File: src/rtl/write_sram.sv
// write_sram: write side of the packet-buffer SRAM.
//
// Accepts a packet as a sop/eop/vld word stream and writes it into SRAM in
// 16-word blocks. Block indices come from a free-block allocator through a
// one-entry prefetch buffer, so the next block is normally already on hand
// when the current one fills. For every packet it emits the descriptor
// information the read side consumes: a base-address pulse per opened block,
// the captured header word, and the last-block word index at eop.
//
// Optional feature (compile-time macro WRITE_SRAM_ERR_CNT_EN):
//   adds o_err_cnt, a 16-bit saturating count of dropped non-sop words in
//   idle plus sop words seen mid-packet. Without the macro the port and the
//   counter do not exist.
//
// Ports:
//   i_clk, i_rst          clock, asynchronous active-high reset
//   i_wr_sop/eop/vld/data input word stream (sop/eop qualified by vld)
//   o_wr_rdy              a word is accepted this cycle when vld && rdy
//   o_free_blk_req        request to the free-block allocator
//   i_free_blk_vld/addr   allocator grant and granted block index
//   o_sram_wr_en/addr/data SRAM write port (one cycle after the accepted beat)
//   o_blk_addr(_vld)      base word address of each block as it is opened
//   o_last_blk_vld/_n     eop pulse and eop word index within the last block
//   o_pkt_hdr(_vld)       captured sop word
//   o_pkt_done            pulse once the eop word has been written
//   o_err_cnt             protocol error count (WRITE_SRAM_ERR_CNT_EN only)

module write_sram #(
   parameter int unsigned AWIDTH     = 14,
   parameter int unsigned BLK_AWIDTH = 10,
   parameter int unsigned DWIDTH     = 32
) (
   input  logic                         i_clk,
   input  logic                         i_rst,
   input  logic                         i_wr_sop,
   input  logic                         i_wr_eop,
   input  logic                         i_wr_vld,
   input  logic [DWIDTH-1:0]            i_wr_data,
   output logic                         o_wr_rdy,
   output logic                         o_free_blk_req,
   input  logic                         i_free_blk_vld,
   input  logic [BLK_AWIDTH-1:0]        i_free_blk_addr,
   output logic                         o_sram_wr_en,
   output logic [AWIDTH-1:0]            o_sram_wr_addr,
   output logic [DWIDTH-1:0]            o_sram_wr_data,
   output logic [AWIDTH-1:0]            o_blk_addr,
   output logic                         o_blk_addr_vld,
   output logic                         o_last_blk_vld,
   output logic [AWIDTH-BLK_AWIDTH-1:0] o_last_blk_n,
   output logic [DWIDTH-1:0]            o_pkt_hdr,
   output logic                         o_pkt_hdr_vld,
   output logic                         o_pkt_done
`ifdef WRITE_SRAM_ERR_CNT_EN
   ,
   output logic [15:0]                  o_err_cnt
`endif
);

   localparam int unsigned OWIDTH = AWIDTH - BLK_AWIDTH;
   localparam logic [OWIDTH-1:0] OffLast = {OWIDTH{1'b1}};

   typedef enum logic [1:0] {
      StIdle,
      StWrite,
      StWaitBlk
   } state_e;

   state_e                  state_q, state_d;
   logic                    buf_vld_q, buf_vld_d;
   logic [BLK_AWIDTH-1:0]   buf_blk_q, buf_blk_d;
   logic [BLK_AWIDTH-1:0]   cur_blk_q, cur_blk_d;
   // Offset of the next word to be written within cur_blk.
   logic [OWIDTH-1:0]       offset_q, offset_d;

   logic                    wr_rdy;
   logic                    beat;
   logic                    grant;
   logic                    consume;
   logic                    grant_direct;

   // Decoded write for the beat accepted this cycle.
   logic                    wr_go;
   logic                    wr_first;
   logic                    wr_last;
   logic [BLK_AWIDTH-1:0]   wr_blk;
   logic [OWIDTH-1:0]       wr_off;

   // ---------------------------------------------------------------------
   // Handshakes
   // ---------------------------------------------------------------------
   // Ready depends only on registered state, keeping it free of input paths.
   always_comb begin
      wr_rdy = 1'b0;
      case (state_q)
         StIdle:    wr_rdy = buf_vld_q;
         // The last slot of a block is only taken once the next block is in
         // hand, so a packet never stalls with a half-written word.
         StWrite:   wr_rdy = (offset_q != OffLast) || buf_vld_q;
         StWaitBlk: wr_rdy = 1'b0;
         default:   wr_rdy = 1'b0;
      endcase
   end

   assign o_wr_rdy       = wr_rdy;
   assign o_free_blk_req = !buf_vld_q && !i_rst;
   assign beat           = i_wr_vld && wr_rdy;
   assign grant          = i_free_blk_vld && o_free_blk_req;

   // ---------------------------------------------------------------------
   // Next-state and write decode
   // ---------------------------------------------------------------------
   always_comb begin
      state_d      = state_q;
      cur_blk_d    = cur_blk_q;
      offset_d     = offset_q;
      consume      = 1'b0;
      grant_direct = 1'b0;
      wr_go        = 1'b0;
      wr_first     = 1'b0;
      wr_last      = 1'b0;
      wr_blk       = cur_blk_q;
      wr_off       = offset_q;

      case (state_q)
         StIdle: begin
            // Non-sop words arriving between packets are dropped.
            if (beat && i_wr_sop) begin
               wr_go     = 1'b1;
               wr_first  = 1'b1;
               wr_blk    = buf_blk_q;
               wr_off    = '0;
               cur_blk_d = buf_blk_q;
               consume   = 1'b1;
               if (i_wr_eop) begin
                  wr_last  = 1'b1;
                  offset_d = '0;
               end else begin
                  offset_d = OWIDTH'(1);
                  state_d  = StWrite;
               end
            end
         end

         StWrite: begin
            // A sop here is written as ordinary data.
            if (beat) begin
               wr_go   = 1'b1;
               wr_last = i_wr_eop;
               if (i_wr_eop) begin
                  offset_d = '0;
                  state_d  = StIdle;
               end else if (offset_q == OffLast) begin
                  offset_d = '0;
                  if (buf_vld_q) begin
                     cur_blk_d = buf_blk_q;
                     consume   = 1'b1;
                  end else begin
                     state_d = StWaitBlk;
                  end
               end else begin
                  offset_d = offset_q + OWIDTH'(1);
               end
            end
         end

         StWaitBlk: begin
            // The grant goes straight to cur_blk rather than through the buffer.
            if (grant) begin
               grant_direct = 1'b1;
               cur_blk_d    = i_free_blk_addr;
               offset_d     = '0;
               state_d      = StWrite;
            end
         end

         default: state_d = StIdle;
      endcase
   end

   // Prefetch buffer: a grant can only land while it is empty, so load and
   // consume never collide; load still wins should both ever be seen.
   always_comb begin
      buf_vld_d = buf_vld_q;
      buf_blk_d = buf_blk_q;
      if (grant && !grant_direct) begin
         buf_vld_d = 1'b1;
         buf_blk_d = i_free_blk_addr;
      end else if (consume) begin
         buf_vld_d = 1'b0;
      end
   end

   always_ff @(posedge i_clk or posedge i_rst) begin
      if (i_rst) begin
         state_q   <= StIdle;
         buf_vld_q <= 1'b0;
         buf_blk_q <= '0;
         cur_blk_q <= '0;
         offset_q  <= '0;
      end else begin
         state_q   <= state_d;
         buf_vld_q <= buf_vld_d;
         buf_blk_q <= buf_blk_d;
         cur_blk_q <= cur_blk_d;
         offset_q  <= offset_d;
      end
   end

   // ---------------------------------------------------------------------
   // Registered write port and descriptor outputs
   // ---------------------------------------------------------------------
   always_ff @(posedge i_clk or posedge i_rst) begin
      if (i_rst) begin
         o_sram_wr_en   <= 1'b0;
         o_sram_wr_addr <= '0;
         o_sram_wr_data <= '0;
         o_blk_addr     <= '0;
         o_blk_addr_vld <= 1'b0;
         o_last_blk_vld <= 1'b0;
         o_last_blk_n   <= '0;
         o_pkt_hdr      <= '0;
         o_pkt_hdr_vld  <= 1'b0;
         o_pkt_done     <= 1'b0;
      end else begin
         o_sram_wr_en   <= wr_go;
         o_blk_addr_vld <= wr_go && (wr_off == '0);
         o_pkt_hdr_vld  <= wr_go && wr_first;
         o_last_blk_vld <= wr_go && wr_last;
         o_pkt_done     <= wr_go && wr_last;
         if (wr_go) begin
            o_sram_wr_addr <= {wr_blk, wr_off};
            o_sram_wr_data <= i_wr_data;
            if (wr_off == '0) begin
               o_blk_addr <= {wr_blk, {OWIDTH{1'b0}}};
            end
            if (wr_first) begin
               o_pkt_hdr <= i_wr_data;
            end
            if (wr_last) begin
               o_last_blk_n <= wr_off;
            end
         end
      end
   end

`ifdef WRITE_SRAM_ERR_CNT_EN
   // ---------------------------------------------------------------------
   // Protocol error counter
   // ---------------------------------------------------------------------
   logic [15:0] err_cnt_q;
   logic        err_inc;

   assign err_inc = beat && (((state_q == StIdle) && !i_wr_sop) ||
                             ((state_q == StWrite) && i_wr_sop));

   always_ff @(posedge i_clk or posedge i_rst) begin
      if (i_rst) begin
         err_cnt_q <= '0;
      end else if (err_inc && (err_cnt_q != 16'hFFFF)) begin
         err_cnt_q <= err_cnt_q + 16'd1;
      end
   end

   assign o_err_cnt = err_cnt_q;
`endif

endmodule
File: config.mk
export PLATFORM = sky130hd
export DESIGN_NAME = write_sram
export DESIGN_NICKNAME = d
export VERILOG_FILES = /design/src/rtl/write_sram.sv
export SDC_FILE = /design/constraint.sdc
export NUM_CORES = 1
export LEC_CHECK = 0
export CAP_MARGIN = 30
export CORE_MARGIN = 5
export CORE_UTILIZATION = 51
export DETAILED_ROUTE_END_ITERATION = 16
export GPL_ROUTABILITY_DRIVEN = 0
export GPL_TIMING_DRIVEN = 0
export HOLD_SLACK_MARGIN = 0.06
export PLACE_DENSITY = 0.9
export SETUP_SLACK_MARGIN = 0.3
export SLEW_MARGIN = 10
export SYNTH_ARGS = -nofsm -noshare
export SYNTH_HDL_FRONTEND = slang
export SYNTH_SLANG_ARGS = --single-unit
File: constraint.sdc
create_clock -name i_clk -period 12.05 [get_ports i_clk]
set_clock_uncertainty 0.1 [all_clocks]
set_input_delay 3.0125 -clock i_clk [delete_from_list [all_inputs] [get_ports i_clk]]
set_output_delay 3.0125 -clock i_clk [all_outputs]
set_load 0.02 [all_outputs]
# ---- Yosys cells after proc, flatten, opt, wreduce, memory -nomap -nowiden
# Cells that the tools add are included.
dict set report totals {
  out_inout_bits 103
  inputBits 48
  word_cells 93
  ff_bits 123
}
dict set report classes {
  reduce_logical 22
  mux 43
  eq_ne 13
  add_sub_neg 1
}
# cell n
set ops {}
lappend ops {{two-way mux 10 bit} 7}
lappend ops {{one-hot mux 10 bit (3 select lines)} 1}
lappend ops {{two-way mux 4 bit} 7}
lappend ops {{two-way mux 1 bit} 15}
lappend ops {{two-way mux 2 bit} 7}
lappend ops {{!= test 2 bit, second input constant} 7}
lappend ops {{one-hot mux 4 bit (3 select lines)} 1}
lappend ops {{AND reduction 6 bit} 2}
lappend ops {{logical AND 1 bit} 8}
lappend ops {{one-hot mux 1 bit (2 select lines)} 4}
lappend ops {{!= test 3 bit, second input constant} 2}
lappend ops {{one-hot mux 2 bit (3 select lines)} 1}
lappend ops {{AND reduction 2 bit} 3}
lappend ops {{adder 4 x 1 -> 4 bit, second input constant} 1}
lappend ops {{equality test 4 bit, second input constant} 1}
lappend ops {{zero test 4 bit} 1}
lappend ops {{!= test 4 bit, second input constant} 1}
lappend ops {{AND reduction 4 bit} 1}
lappend ops {{zero test 1 bit} 3}
lappend ops {{nonzero test 3 bit} 1}
lappend ops {{equality test 2 x 1 -> 1 bit, second input constant} 1}
lappend ops {{equality test 2 bit, second input constant} 1}
lappend ops {{zero test 2 bit} 1}
lappend ops {{nonzero test 2 bit} 1}
lappend ops {{logical OR 1 bit} 1}

# ---- Logic depth before layout (Yosys ltp)
dict set report depth {
  word_depth 9
  mapped_depth 10
  depth_no_buf 8
}

# ---- Least setup slack after synthesis
# Ideal clock, no wire load.
dict set report synth_path {
  path_type {input to output}
  start {input port i_rst}
  end {output port o_free_blk_req}
  cell_stages 1
  t_required_ns 8.938
  path_slack_ns 5.645
  path_buffers 0
  arrival_time_ns 3.292
  cell_sequence {nor2_1}
}
dict set report synth_between {
  elab_chain_len 2
}
# element line_no
set synth_rtl {}
lappend synth_rtl {{from (decl)} 34} ;# input logic i_rst,
lappend synth_rtl {{zero test 1 bit (no line)} -}
lappend synth_rtl {{logical AND 1 bit} 105} ;# assign o_free_blk_req = !buf_vld_q && !i_rst;
lappend synth_rtl {{to (decl)} 40} ;# output logic o_free_blk_req,
# No other way between the ends.

# ---- Worst setup path after layout
# Same ends and word-level chain as after synthesis.

==> summary.md <==
| Metric | Value |
|---|---|
| Outcome | complete, no violations |
| Syn Std Cell Area | approximately 5200 um^2 |
| Area of the die | ~12000 um^2 |
| Share of layout cells above drive strength 1 | 0.237 |
| Peak VDD IR | 152 uV |
| Total Nets Final | around 610 |
| Top library cells by usage in the layout, fill and taps aside | 145 x clkdlybuf4s50_1, 123 x dfrtp_1, 45 x mux2_2, 30 x mux2_4, 29 x nand2_1 |
| Source of the worst hold timing path | cur_blk_q[5] |
| Setup Total Neg Slack | 0 ps |
| Worst-skew pair later-pin latency | 510 ps |
| Final clock period utilization by the worst path | 0.611 |
| Data required time at the worst endpoint | 8940 ps |
| Initial antenna violation count | 0 |
| Detail-routed net length per standard cell | 19.3 um |
| Startpoint of the lowest-slack register-to-register path | state_q[0] |
| Upper clock frequency limit | 136 MHz |
| Total clock buffers created by CTS | 17 |
| Clock-pin slew on the worst setup and hold paths | about 60 ps |
| Leading cell type in the layout, fill and taps excluded | clkdlybuf4s50_1 |
| Reported max-cap violation count | 0 |
| TritonCTS clock tree | built |
| Final setup violation count | 0 |
| Setup CP Type | in2out |
| Sequential area share after synthesis | 0.587 |
| Number of inserted diodes | 0 |
| Via/cell ratio | 5.32 |
| Distinct cell type count of the synthesized netlist | 47 |
| Flip-flop and latch count after synthesis | ~120 |
| Row cnt | 37 |
| Grt total ovfl | 0 |
| Clock root buffer master | clkbuf_8 |
| Reg-to-reg slack, setup | 9650 ps |
| Final routed DRC violation total | 0 |
| Core Region | 10200 um^2 |
| Fraction of registers with async set or reset after synthesis | 1.00 |
| Final wirelength | 13.5 mm |
| Worst hold path stage count | 2 |
| CP startpoint kind | input pin |
| Critical path data arrival time | 4250 ps |
| Hold crit path type | reg2reg |
| Total setup buffers inserted after CTS | 0 |
| IO buf count | 145 |
| Slew headroom | 0.653 |
| FF-to-FF path depth | 8 |
| Most frequently used flop master after synthesis | dfrtp_1 |
| Signed area change from the synthesized netlist to the final layout | 42.8% |
| Violation count after the first detailed-route iteration | 190 |
| Die boundary width | around 110 um |
| Endpoint of the worst hold-timing path | cur_blk_q[5] |
| Number of primary I/O pins | roughly 150 |
| Clk sink count | 123 |
| Worst-Margin Slew | 519 ps |
| EDFF count, synth | 0 |
| Number of pins with negative max-slew slack in the final report | 0 |
| Antenna Violating Nets Remaining | 0 |
| Number of levels in the clock H-tree | 4 |
| Synthesized instance count | 384 |
| RSZ-0062 raised after global routing | false |
| Yosys warns | 0 |
| Total power of the final layout | 0.00225 W |
| Clock period minus worst slack | roughly 7400 ps |
| Synthesized area divided by synthesized cell count | between 10 and 15 um^2 |
| Largest net degree at the start of global routing | 82 |
| Clock Tree Buf Depth | 2 |
| Estimated wirelength of the detail-placed design | 9.42 mm |
| Maximum net fanout on the critical path | 3 |
| Number of global-route vias before repair | 3966 |
| Iteration count of the initial detailed-routing pass | 4 |
| Leak pwr | 3.41 nW |
| Filler cell count | 637 |
| Number of buffers inserted for hold repair after clock tree synthesis | 0 |
| Chip Height | 111 um |
| End of the worst register-to-register path | offset_q[3] |
| Overall fraction of global-route tracks in use | 0.224 |
| Total count of hold-check failures in the final report | 0 |
| Power density cells | 300 nW/um^2 |
| Number of instances resized during post-cts repair | 0 |
| Via count | about 3.7k |
| First-pass GRT wire length | about 22 mm |
| Category of the worst setup path capture point | output pin |
| Starting density of the core | 0.515 |
[cells by family after synthesis]
kind of cell,count (synthesis),share of synthesized area
other cells,1,0.000715
compound gates,70,0.0916
fa+ha+maj,6,0.0143
mux,85,0.201
buf+inv,33,0.0429
simple gates,66,0.0625
flops,123,0.587
[sequential cells by signal, summed over array words and instances, names as in the netlist]
register and flops:
o_blk_addr 10, o_blk_addr_vld 1, cur_blk_q 10, buf_blk_q 10, o_last_blk_n 4, offset_q 4, buf_vld_q 1, o_sram_wr_addr 14
o_pkt_done 1, o_sram_wr_data 32, o_sram_wr_en 1, state_q 2, o_pkt_hdr_vld 1, o_pkt_hdr 32
[final cells by class]
class / instances / area, um^2 / share of cell area
Sequential cell: 123 / 3080 / 0.411
Tap cell: 136 / 170 / 0.0227
Buffer: 24 / 191 / 0.0256
Timing Repair Buffer: 146 / 1480 / 0.197
Clock inverter: 7 / 116 / 0.0155
Multi-Input combinational cell: 231 / 1960 / 0.261
Clock buffer: 22 / 463 / 0.0618
Inverter: 9 / 38.8 / 0.00518
[power by group]
part           total (W)  switching, W  internal, W
sequential      0.000726      0.000123     0.000603
combinational    0.00102      0.000500     0.000525
clock           0.000498      0.000171     0.000327
[layer usage]
layer  GRT usage  up-vias  part of all wire
met1       0.266     1856              0.41
li1            -     1696                 -
met4      0.0633        0             0.012
met2       0.396      147              0.52
met3      0.0658       12             0.061
met5           0        -                 0
[critical path, stage by stage]
cell and delay, ps:
clkdlybuf4s50_1 490, nor2_1 130, clkdlybuf4s50_1 610
[per-stage QoR]
stage	cells	instance area, um^2	setup WS [ps]	utilization	hold slack [ps]
detailed placement	669	6910	4700	0.679	375
finish	698	7490	4690	0.736	388
global placement	668	6880	4140	0.676	361
floorplan	387	5260	5650	-	350
CTS	698	7490	4680	0.736	388
global route	698	7490	4610	0.736	410
[worst max-delay path by stage]
stage | from | to | slack, ps | cells past startpoint
floorplan | i_rst | o_free_blk_req | 5650 | 1
global placement | i_rst | o_pkt_hdr[15] | 4140 | 2
detailed placement | i_rst | o_free_blk_req | 4700 | 3
CTS | i_rst | o_free_blk_req | 4680 | 3
global route | i_rst | o_free_blk_req | 4610 | 3
finish | i_rst | o_free_blk_req | 4690 | 3
[cell usage after synthesis, types with 4 or more instances]
library cell | count | share of area
buf_2 | 4 | 0.0038
mux2i_1 | 10 | 0.019
o21ai_0 | 16 | 0.015
mux2_2 | 45 | 0.097
inv_1 | 8 | 0.0057
buf_4 | 7 | 0.010
nand2b_1 | 4 | 0.0048
a32o_1 | 4 | 0.0076
a22oi_1 | 11 | 0.016
clkbuf_1 | 4 | 0.0029
a21oi_1 | 13 | 0.012
nor2_1 | 17 | 0.012
o21ai_1 | 8 | 0.0076
dfrtp_1 | 123 | 0.59
a22o_1 | 6 | 0.010
mux2_4 | 30 | 0.086
ha_1 | 6 | 0.014
buf_6 | 5 | 0.011
nand2_1 | 29 | 0.021
No activity file was read; power rests on OpenSTA's default activity.
